`src/rtl/tt_pfd_pkg.sv`:
```
// Shared types and helpers for the sampled PFD / TDC block.
package tt_pfd_pkg;

    typedef enum logic [1:0] {
        PFD_IDLE = 2'd0,
        PFD_UP   = 2'd1,
        PFD_DOWN = 2'd2
    } pfd_state_e;

    // Increment that sticks at max instead of wrapping.
    function automatic logic [31:0] sat_inc(input logic [31:0] val, input logic [31:0] max);
        return (val >= max) ? max : val + 32'd1;
    endfunction

endpackage

```
`src/rtl/tt_sync_edge.sv`:
```
// Multi-flop synchroniser with a history flop and rising-edge detect.
// With TT_PFD_SCAN_EN defined, the flops double as a scan shift chain.
module tt_sync_edge #(
    parameter int unsigned STAGES = 2
) (
    input  logic i_clk,
    input  logic i_rst_n,
    input  logic din,
`ifdef TT_PFD_SCAN_EN
    input  logic scan_en,
    input  logic scan_in,
    output logic scan_out,
`endif
    output logic rise
);

    // sr[STAGES-1] is the last synchroniser flop, sr[STAGES] the history flop.
    logic [STAGES:0] sr;
    logic            shift_in;

`ifdef TT_PFD_SCAN_EN
    assign shift_in = scan_en ? scan_in : din;
    assign scan_out = sr[STAGES];
`else
    assign shift_in = din;
`endif

    // NOTE: sequential state uses non-blocking assignments so every flop samples pre-edge values.
    always_ff @(posedge i_clk or negedge i_rst_n) begin
        if (!i_rst_n) begin
            sr <= '0;
        end else begin
            sr <= {sr[STAGES-1:0], shift_in};
        end
    end

    assign rise = sr[STAGES-1] & ~sr[STAGES];

endmodule

```
`src/rtl/tt_pfd_tdc.sv`:
```
// Sampled three-state PFD with signed phase-error counter and lock detector.
// Optional scan chain over the synchronisers: define TT_PFD_SCAN_EN.
module tt_pfd_tdc
    import tt_pfd_pkg::*;
#(
    parameter int unsigned SYNC_STAGES = 2,
    parameter int unsigned ERR_W       = 8,
    parameter int unsigned LOCK_THRESH = 2,
    parameter int unsigned LOCK_COUNT  = 16
) (
    input  logic                    i_clk,
    input  logic                    i_rst_n,
    input  logic                    i_clk_ref,
    input  logic                    i_clk_fb,
`ifdef TT_PFD_SCAN_EN
    input  logic                    i_scan_en,
    input  logic                    i_scan_in,
    output logic                    o_scan_out,
`endif
    output logic                    o_up,
    output logic                    o_down,
    output logic signed [ERR_W-1:0] o_err,
    output logic                    o_err_valid,
    output logic                    o_locked
);

    localparam logic [31:0] CNT_MAX = (32'd1 << (ERR_W - 1)) - 32'd1;
    localparam int unsigned LC_W    = $clog2(LOCK_COUNT + 1);

    logic ref_rise;
    logic fb_rise;
    logic hold;

`ifdef TT_PFD_SCAN_EN
    logic scan_mid;

    tt_sync_edge #(.STAGES(SYNC_STAGES)) u_sync_ref (
        .i_clk    (i_clk),
        .i_rst_n  (i_rst_n),
        .din      (i_clk_ref),
        .scan_en  (i_scan_en),
        .scan_in  (i_scan_in),
        .scan_out (scan_mid),
        .rise     (ref_rise)
    );

    tt_sync_edge #(.STAGES(SYNC_STAGES)) u_sync_fb (
        .i_clk    (i_clk),
        .i_rst_n  (i_rst_n),
        .din      (i_clk_fb),
        .scan_en  (i_scan_en),
        .scan_in  (scan_mid),
        .scan_out (o_scan_out),
        .rise     (fb_rise)
    );

    // Everything past the synchronisers freezes while the chain shifts.
    assign hold = i_scan_en;
`else
    tt_sync_edge #(.STAGES(SYNC_STAGES)) u_sync_ref (
        .i_clk   (i_clk),
        .i_rst_n (i_rst_n),
        .din     (i_clk_ref),
        .rise    (ref_rise)
    );

    tt_sync_edge #(.STAGES(SYNC_STAGES)) u_sync_fb (
        .i_clk   (i_clk),
        .i_rst_n (i_rst_n),
        .din     (i_clk_fb),
        .rise    (fb_rise)
    );

    assign hold = 1'b0;
`endif

    pfd_state_e       state, state_d;
    logic [ERR_W-1:0] cnt, cnt_d;
    logic             emit;
    logic             emit_neg;
    logic [ERR_W-1:0] emit_mag;
    logic [ERR_W-1:0] err_val;
    logic [LC_W-1:0]  lock_cnt, lock_next;
    logic             good;
    logic             locked_next;

    // NOTE: every always_comb output gets a default first so no path infers a latch.
    always_comb begin
        state_d  = state;
        cnt_d    = ERR_W'(sat_inc(32'(cnt), CNT_MAX));
        emit     = 1'b0;
        emit_neg = 1'b0;
        emit_mag = '0;
        unique case (state)
            PFD_IDLE: begin
                cnt_d = '0;
                if (ref_rise && fb_rise) begin
                    emit = 1'b1;
                end else if (ref_rise) begin
                    state_d = PFD_UP;
                    cnt_d   = ERR_W'(1);
                end else if (fb_rise) begin
                    state_d = PFD_DOWN;
                    cnt_d   = ERR_W'(1);
                end
            end
            PFD_UP: begin
                // Extra ref edges while waiting for fb are slips and leave cnt running.
                if (fb_rise) begin
                    emit     = 1'b1;
                    emit_mag = cnt;
                    state_d  = ref_rise ? PFD_UP : PFD_IDLE;
                    cnt_d    = ref_rise ? ERR_W'(1) : '0;
                end
            end
            PFD_DOWN: begin
                if (ref_rise) begin
                    emit     = 1'b1;
                    emit_neg = 1'b1;
                    emit_mag = cnt;
                    state_d  = fb_rise ? PFD_DOWN : PFD_IDLE;
                    cnt_d    = fb_rise ? ERR_W'(1) : '0;
                end
            end
            default: begin
                state_d = PFD_IDLE;
                cnt_d   = '0;
            end
        endcase
    end

    assign err_val     = emit_neg ? -emit_mag : emit_mag;
    assign good        = (32'(emit_mag) <= LOCK_THRESH);
    assign lock_next   = good ? LC_W'(sat_inc(32'(lock_cnt), LOCK_COUNT)) : '0;
    assign locked_next = good && (32'(lock_next) == LOCK_COUNT);

    always_ff @(posedge i_clk or negedge i_rst_n) begin
        if (!i_rst_n) begin
            state       <= PFD_IDLE;
            cnt         <= '0;
            o_up        <= 1'b0;
            o_down      <= 1'b0;
            o_err       <= '0;
            o_err_valid <= 1'b0;
            lock_cnt    <= '0;
            o_locked    <= 1'b0;
        end else begin
            o_err_valid <= emit & ~hold;
            if (!hold) begin
                state  <= state_d;
                cnt    <= cnt_d;
                o_up   <= (state_d == PFD_UP);
                o_down <= (state_d == PFD_DOWN);
                if (emit) begin
                    o_err    <= $signed(err_val);
                    lock_cnt <= lock_next;
                    o_locked <= locked_next;
                end
            end
        end
    end

endmodule

```
`config.mk`:
```
export PLATFORM = sky130hd
export DESIGN_NAME = tt_pfd_tdc
export DESIGN_NICKNAME = d
export VERILOG_FILES = /design/src/rtl/tt_pfd_pkg.sv /design/src/rtl/tt_sync_edge.sv /design/src/rtl/tt_pfd_tdc.sv
export SDC_FILE = /design/constraint.sdc
export NUM_CORES = 1
export LEC_CHECK = 0
export BUFFER_PORTS_ARGS = -buffer_cell sky130_fd_sc_hd__buf_4
export CAP_MARGIN = 10
export CORE_ASPECT_RATIO = 1.1
export CORE_UTILIZATION = 53
export DETAILED_ROUTE_END_ITERATION = 8
export GPL_TIMING_DRIVEN = 1
export PLACE_DENSITY_LB_ADDON = 0.05
export SLEW_MARGIN = 20
export SYNTH_ARGS = -nofsm -noshare
export SYNTH_HDL_FRONTEND = slang
export SYNTH_SLANG_ARGS = --single-unit
```
`constraint.sdc`:
```
create_clock -name i_clk -period 2.27 [get_ports i_clk]
set_clock_uncertainty 0.05 [all_clocks]
set_input_delay 0.227 -clock i_clk [delete_from_list [all_inputs] [get_ports i_clk]]
set_output_delay 0.227 -clock i_clk [all_outputs]
set_load 0.03 [all_outputs]
```
# == Yosys cells after proc, flatten, opt, wreduce, memory -nomap -nowiden ==
# Index checks and enable logic that the tools add are counted.
# op_classes
n_mul,0
muxes,27
n_eq_ne,5
n_shift,0
addsub,3
div,0
reduce_logical,3
bitwise,4
n_lt_le_gt_ge,3
# op_table
op,count
two-way mux 8 bit,6
one-hot mux 8 bit (3 select lines),1
one-hot mux 8 bit (2 select lines),1
two-way mux 2 bit,6
two-way mux 5 bit,2
two-way mux 1 bit,9
"adder 8 x 1 -> 8 bit, second input constant",1
">= comparator 8 x 7 -> 1 bit, second input constant",1
"<= comparator 8 x 2 -> 1 bit, second input constant",1
negation 8 bit,1
one-hot mux 2 bit (3 select lines),1
"adder 5 x 1 -> 5 bit, second input constant",1
"== test 5 bit, second input constant",1
">= comparator 5 bit, second input constant",1
"== test 2 x 1 -> 1 bit, second input constant",2
"== test 2 bit, second input constant",2
one-hot mux 1 bit (3 select lines),1
AND 1 bit,2
logical AND 1 bit,2
zero test 2 bit,1
NOT 1 bit,2
# word_totals
ff_bits,33
elab_cells,55
memories,0
ram_bits,0
latch_bits,0
romBits,0
in_bits,4

# == Logic depth before layout (Yosys ltp) ==
# logic_depth
ltp_word,8
ltp_mapped,12

# == Modules after synthesis ==
# A second synthesis with hierarchy kept.
# unflattened
cells_unflattened,181
hier_area_um2,1798.0
# modules_own_cells
mod,cells_each,area_per_inst_um2,instances
tt_pfd_tdc,173,1620.3,1
tt_sync_edge,4,88.8,2

# == Worst setup path after synthesis ==
# OpenSTA, ideal clock, no wires.
# synth_timing
path_type,register -> register
start,reg state[0]
end,reg o_err[6]
n_path_buf,0
period_less_slack_ns,2.215
slack_ns,0.055
setup_ns,0.064
path_stages_with_launch,11
required_ns,2.156
t_arrival_ns,2.101
path_cell_list,dfrtp_1 -> inv_1 -> ha_1 -> nand3b_2 -> a21boi_4 -> nand2_1 -> ha_1 -> nor2_1 -> o22ai_1 -> a311oi_1 -> a21o_1
# synth_via
elab_chain_len,4
elab_cells_between_ends,8
cone_classes,add/sub: 1; eq/ne: 2; mux: 4; reduce/logical: 1
# synth_rtl
item,line,text
from (decl),tt_pfd_tdc.sv:77,"pfd_state_e state, state_d;"
from (signal assigned),tt_pfd_tdc.sv:150,state <= state_d;
== test 2 bit / == test 2 x 1 -> 1 bit (equally long branches),tt_pfd_tdc.sv:94,unique case (state)
one-hot mux 8 bit (2 select lines),tt_pfd_tdc.sv:94,
negation 8 bit,tt_pfd_tdc.sv:132,assign err_val = emit_neg ? -emit_mag : emit_mag;
two-way mux 8 bit,tt_pfd_tdc.sv:132,
to (signal assigned),tt_pfd_tdc.sv:155,o_err <= $signed(err_val);
to (decl),tt_pfd_tdc.sv:22,"output logic signed [ERR_W-1:0] o_err,"
# Several ways; a longest one is shown, not always the timed one.
# A chain may end at the register's enable or synchronous reset.

# == Worst setup path after layout ==
# layout_timing
start,reg state[1]
end,reg o_err[2]
# The elaborated chain is that of the path after synthesis.

==> metrics.md <==
| Metric | Value |
|---|---|
| Area leader, netlist | dfrtp_1 |
| Synthesized area | about 1800 sq um |
| Element type at the critical path start | register |
| Share of cells above drive strength 1 | a little over a quarter |
| Most instantiated cells after synthesis | dfrtp_1, nand2_1, a21oi_1 |
| Htree depth | 2 |
| CP Buf/Inv Count | 5 |
| Clock Pin Slew Worst Setup and Hold Paths | 0.09 ns |
| PwrDens | a little under 1000 nW/um^2 |
| IR drop worst, VDD | 0.0006187 V |
| F_max | approximately 460 MHz |
| Post-synthesis sequential area ratio | between 40% and 50% |
| Crit path top cell by count | buf_4 |
| GP Congestion | around 0.84 |
| Starting Density | 57.46% |
| Setup WS pre-CTS | -0.1695 ns |
| Pre-antenna DRT Iters | 6 |
| Final setup vio count | 0 |
| Fin area | roughly 2200 sq um |
| Worst Tran Pin Value | 0.4012 ns |
| Post-synth EDFFs | 0 |
| Tmin final | 2.180 ns |
| Status | finished, violations left |
| Worst hold path class | reg2reg |
| Setup CP Type | reg2reg |
| Area fraction of the dominant cell type after synthesis | 45.96% |
| Setup TNS | 0 ns |
| Site row count | 21 |
| First-pass GRT wire length | 6.230 mm |
| HPWL Detailed | 2.505 mm |
| Synthesized Nets | 198 |
| Clk root buf | clkbuf_4 |
| Crit-path max cell delay | 0.41 ns |
| Dpl cells | 234 |
| Detailed Route WL | 3.579 mm |
| Final worst slack | 0.08969 ns |
| Crit-path cells | inv_2 > ha_4 > nand3b_1 > buf_4 > buf_4 > buf_4 > a31o_2 > inv_2 > mux2_2 |
| TritonCTS clock tree | built |
| GR Overflow Total | 0 |
| Post-synth top flop | dfrtp_1 |
| WP data required | ~2.4 ns |
| Worst Path Max Fanout | 11 |
| Vias post-DR | roughly 1,400 |
| # diodes | 0 |
| Total GRT Usage | 22.60% |
| Die area | about 3600 sq um |
| Top-count cell post-synth | dfrtp_1 |
| Die Y | 63.07 um |
| Synth warn | 0 |
| Post-route ant nets | 0 |
| Failing checks | design-rule violations |
| Largest net degree at the start of global routing | 34 |
| Area growth syn-to-layout | 19.78% |
| WHS | 0.3116 ns |
| Final-report max-slew violation count | 0 |
| Worst EP arrival | 2.35 ns |
| Critical Path Sink Type | register |
| Die Wd | approximately 58 um |
| Leakage power | roughly 0.99 nW |
| I/O Pins | 16 |
| Unrepaired setup endpoints after global routing | yes |
| Synthesized area per cell | around 9.8 sq um |
| Hold Fails Final Rpt | 0 |
| Number of vias per cell | 5.685 |
| Synth top area cells | dfrtp_1, ha_1, nand2_1, a21oi_1, o21ai_0 |
| Placement Cell Area | 1972 sq um |
| Final Non-Filler Cells | 251 |
| Max-cap viol count | 0 |
| Later-pin clock latency in the skew report | 0.33 ns |
| Vias in the first global route | roughly 1,400 |
| Buffers added on ports | 15 |
| Reg2reg setup slack | 0.09 ns |
| # DRC | 2 |
| Layout fillers | 253 |
| Post-synth ARST share | 100.0% |
| Initial DRC count | 67 |
| Initial antenna violation count | 0 |
| Delay-heaviest family, CP | buffers and inverters |
| CTS Buf Count | 5 |
| Total Nets Final | 230 |
| Clock buffer depth | 2 |
| Clock sinks | 33 |
| Fin crit share | 96.05% |
| Mapped Cells | around 180 |
| Core ar. | 3127 sq um |
| Synth unique cells | 46 |
| Register bit total from synthesis | 33 |
| Routed WL per cell | between 10 and 15 um |
| Slew Limit Headroom | 73.25% |
| Slowest CP cell | dfrtp_1 |
[worst paths after layout]
path	from	end	cells after the start
setup / recovery	state[1]	o_err[2]	9
hold / removal	u_sync_fb.sr[0]	u_sync_fb.sr[1]	0
setup reg to reg	state[1]	o_err[2]	9
hold reg to reg	u_sync_fb.sr[0]	u_sync_fb.sr[1]	0
max in group asynchronous	i_rst_n	state[0]	2
min in group asynchronous	i_rst_n	lock_cnt[0]	2
[worst reg2reg max path, stage by stage, from the launching register on]
cell,delay [ns]
dfrtp_1,0.41
inv_2,0.09
ha_4,0.15
nand3b_1,0.16
buf_4,0.18
buf_4,0.12
buf_4,0.13
a31o_2,0.26
inv_2,0.17
mux2_2,0.36
[through the flow]
step | utilization, % | power, W
floorplan | - | 0.001407
global placement | 63.07 | 0.001637
detailed placement | 63.07 | 0.001654
CTS | 66.51 | 0.001991
global route | 68.83 | 0.002228
finish | 68.83 | 0.002070
[metal layers]
layer | up-vias | GRT usage (%) | part of all wire, %
li1 | 720 | - | -
met5 | - | 0 | 0
met1 | 675 | 30.31 | 47
met3 | 6 | 6.160 | 3.5
met2 | 26 | 35.03 | 48
met4 | 0 | 7.927 | 1.3
[repair_timing]
item | CTS | global route
endpoints found under the hold margin | 35 | 0
resized for setup | 4 | 10
pin swaps | 2 | 4
buffers inserted | 2 | 4
hold buffers | 3 | 0
setup endpoints to repair | 4 | 8
[cell usage in the layout (no fill, tap or decap), drive strengths merged, types with 3 or more instances in the layout]
cell         netlist  final
a21o               4      4
a31oi              3      3
nor3               5      5
dfrtp             33     33
nand3b             3      3
nand3              7      7
clkbuf             1      8
dlygate4sd3        0      3
nor2              10     10
ha                10     10
xnor2              5      5
inv               10     10
a21oi             15     15
nand2             25     25
buf                4     27
nand2b             4      4
o21ai             16     16
and3               4      4
[flip-flops by register name, summed over array words and instances, names as in the netlist]
name           count
u_sync_fb.sr       3
o_down             1
state              2
o_err_valid        1
o_err              8
cnt                8
u_sync_ref.sr      3
o_locked           1
o_up               1
lock_cnt           5
[where the power goes]
| part | internal [W] | switching, W |
|---|---|---|
| clock network | 0.000123 | 0.000183 |
| logic | 0.000401 | 0.000534 |
| registers | 0.000699 | 0.000130 |
| total | 0.00122 | 0.000847 |
[layout make-up]
type                       count  area [sq um]  share of cell area (%)
multi-input combinational    136         963.4                   44.77
sequential                    33         827.0                   38.43
clock buffer                   8         48.80                   2.267
tap                           34         42.54                   1.977
inverter                      10         37.54                   1.744
timing repair buffer          30         232.7                   10.81
[cells by family (layout without fill, tap and decap cells)]
family / after synthesis / in the layout / share of synthesized area [%]
AOI/OAI and AO/OA: 55 / 55 / 20.68
xor gates and xnor gates: 7 / 7 / 3.412
adders and majority gates: 10 / 10 / 6.964
buffers and inverters: 15 / 48 / 3.481
DFF: 33 / 33 / 45.96
muxes: 1 / 1 / 0.6267
and+or+nand+nor: 63 / 63 / 18.87
No activity file was read; power rests on OpenSTA's default activity.
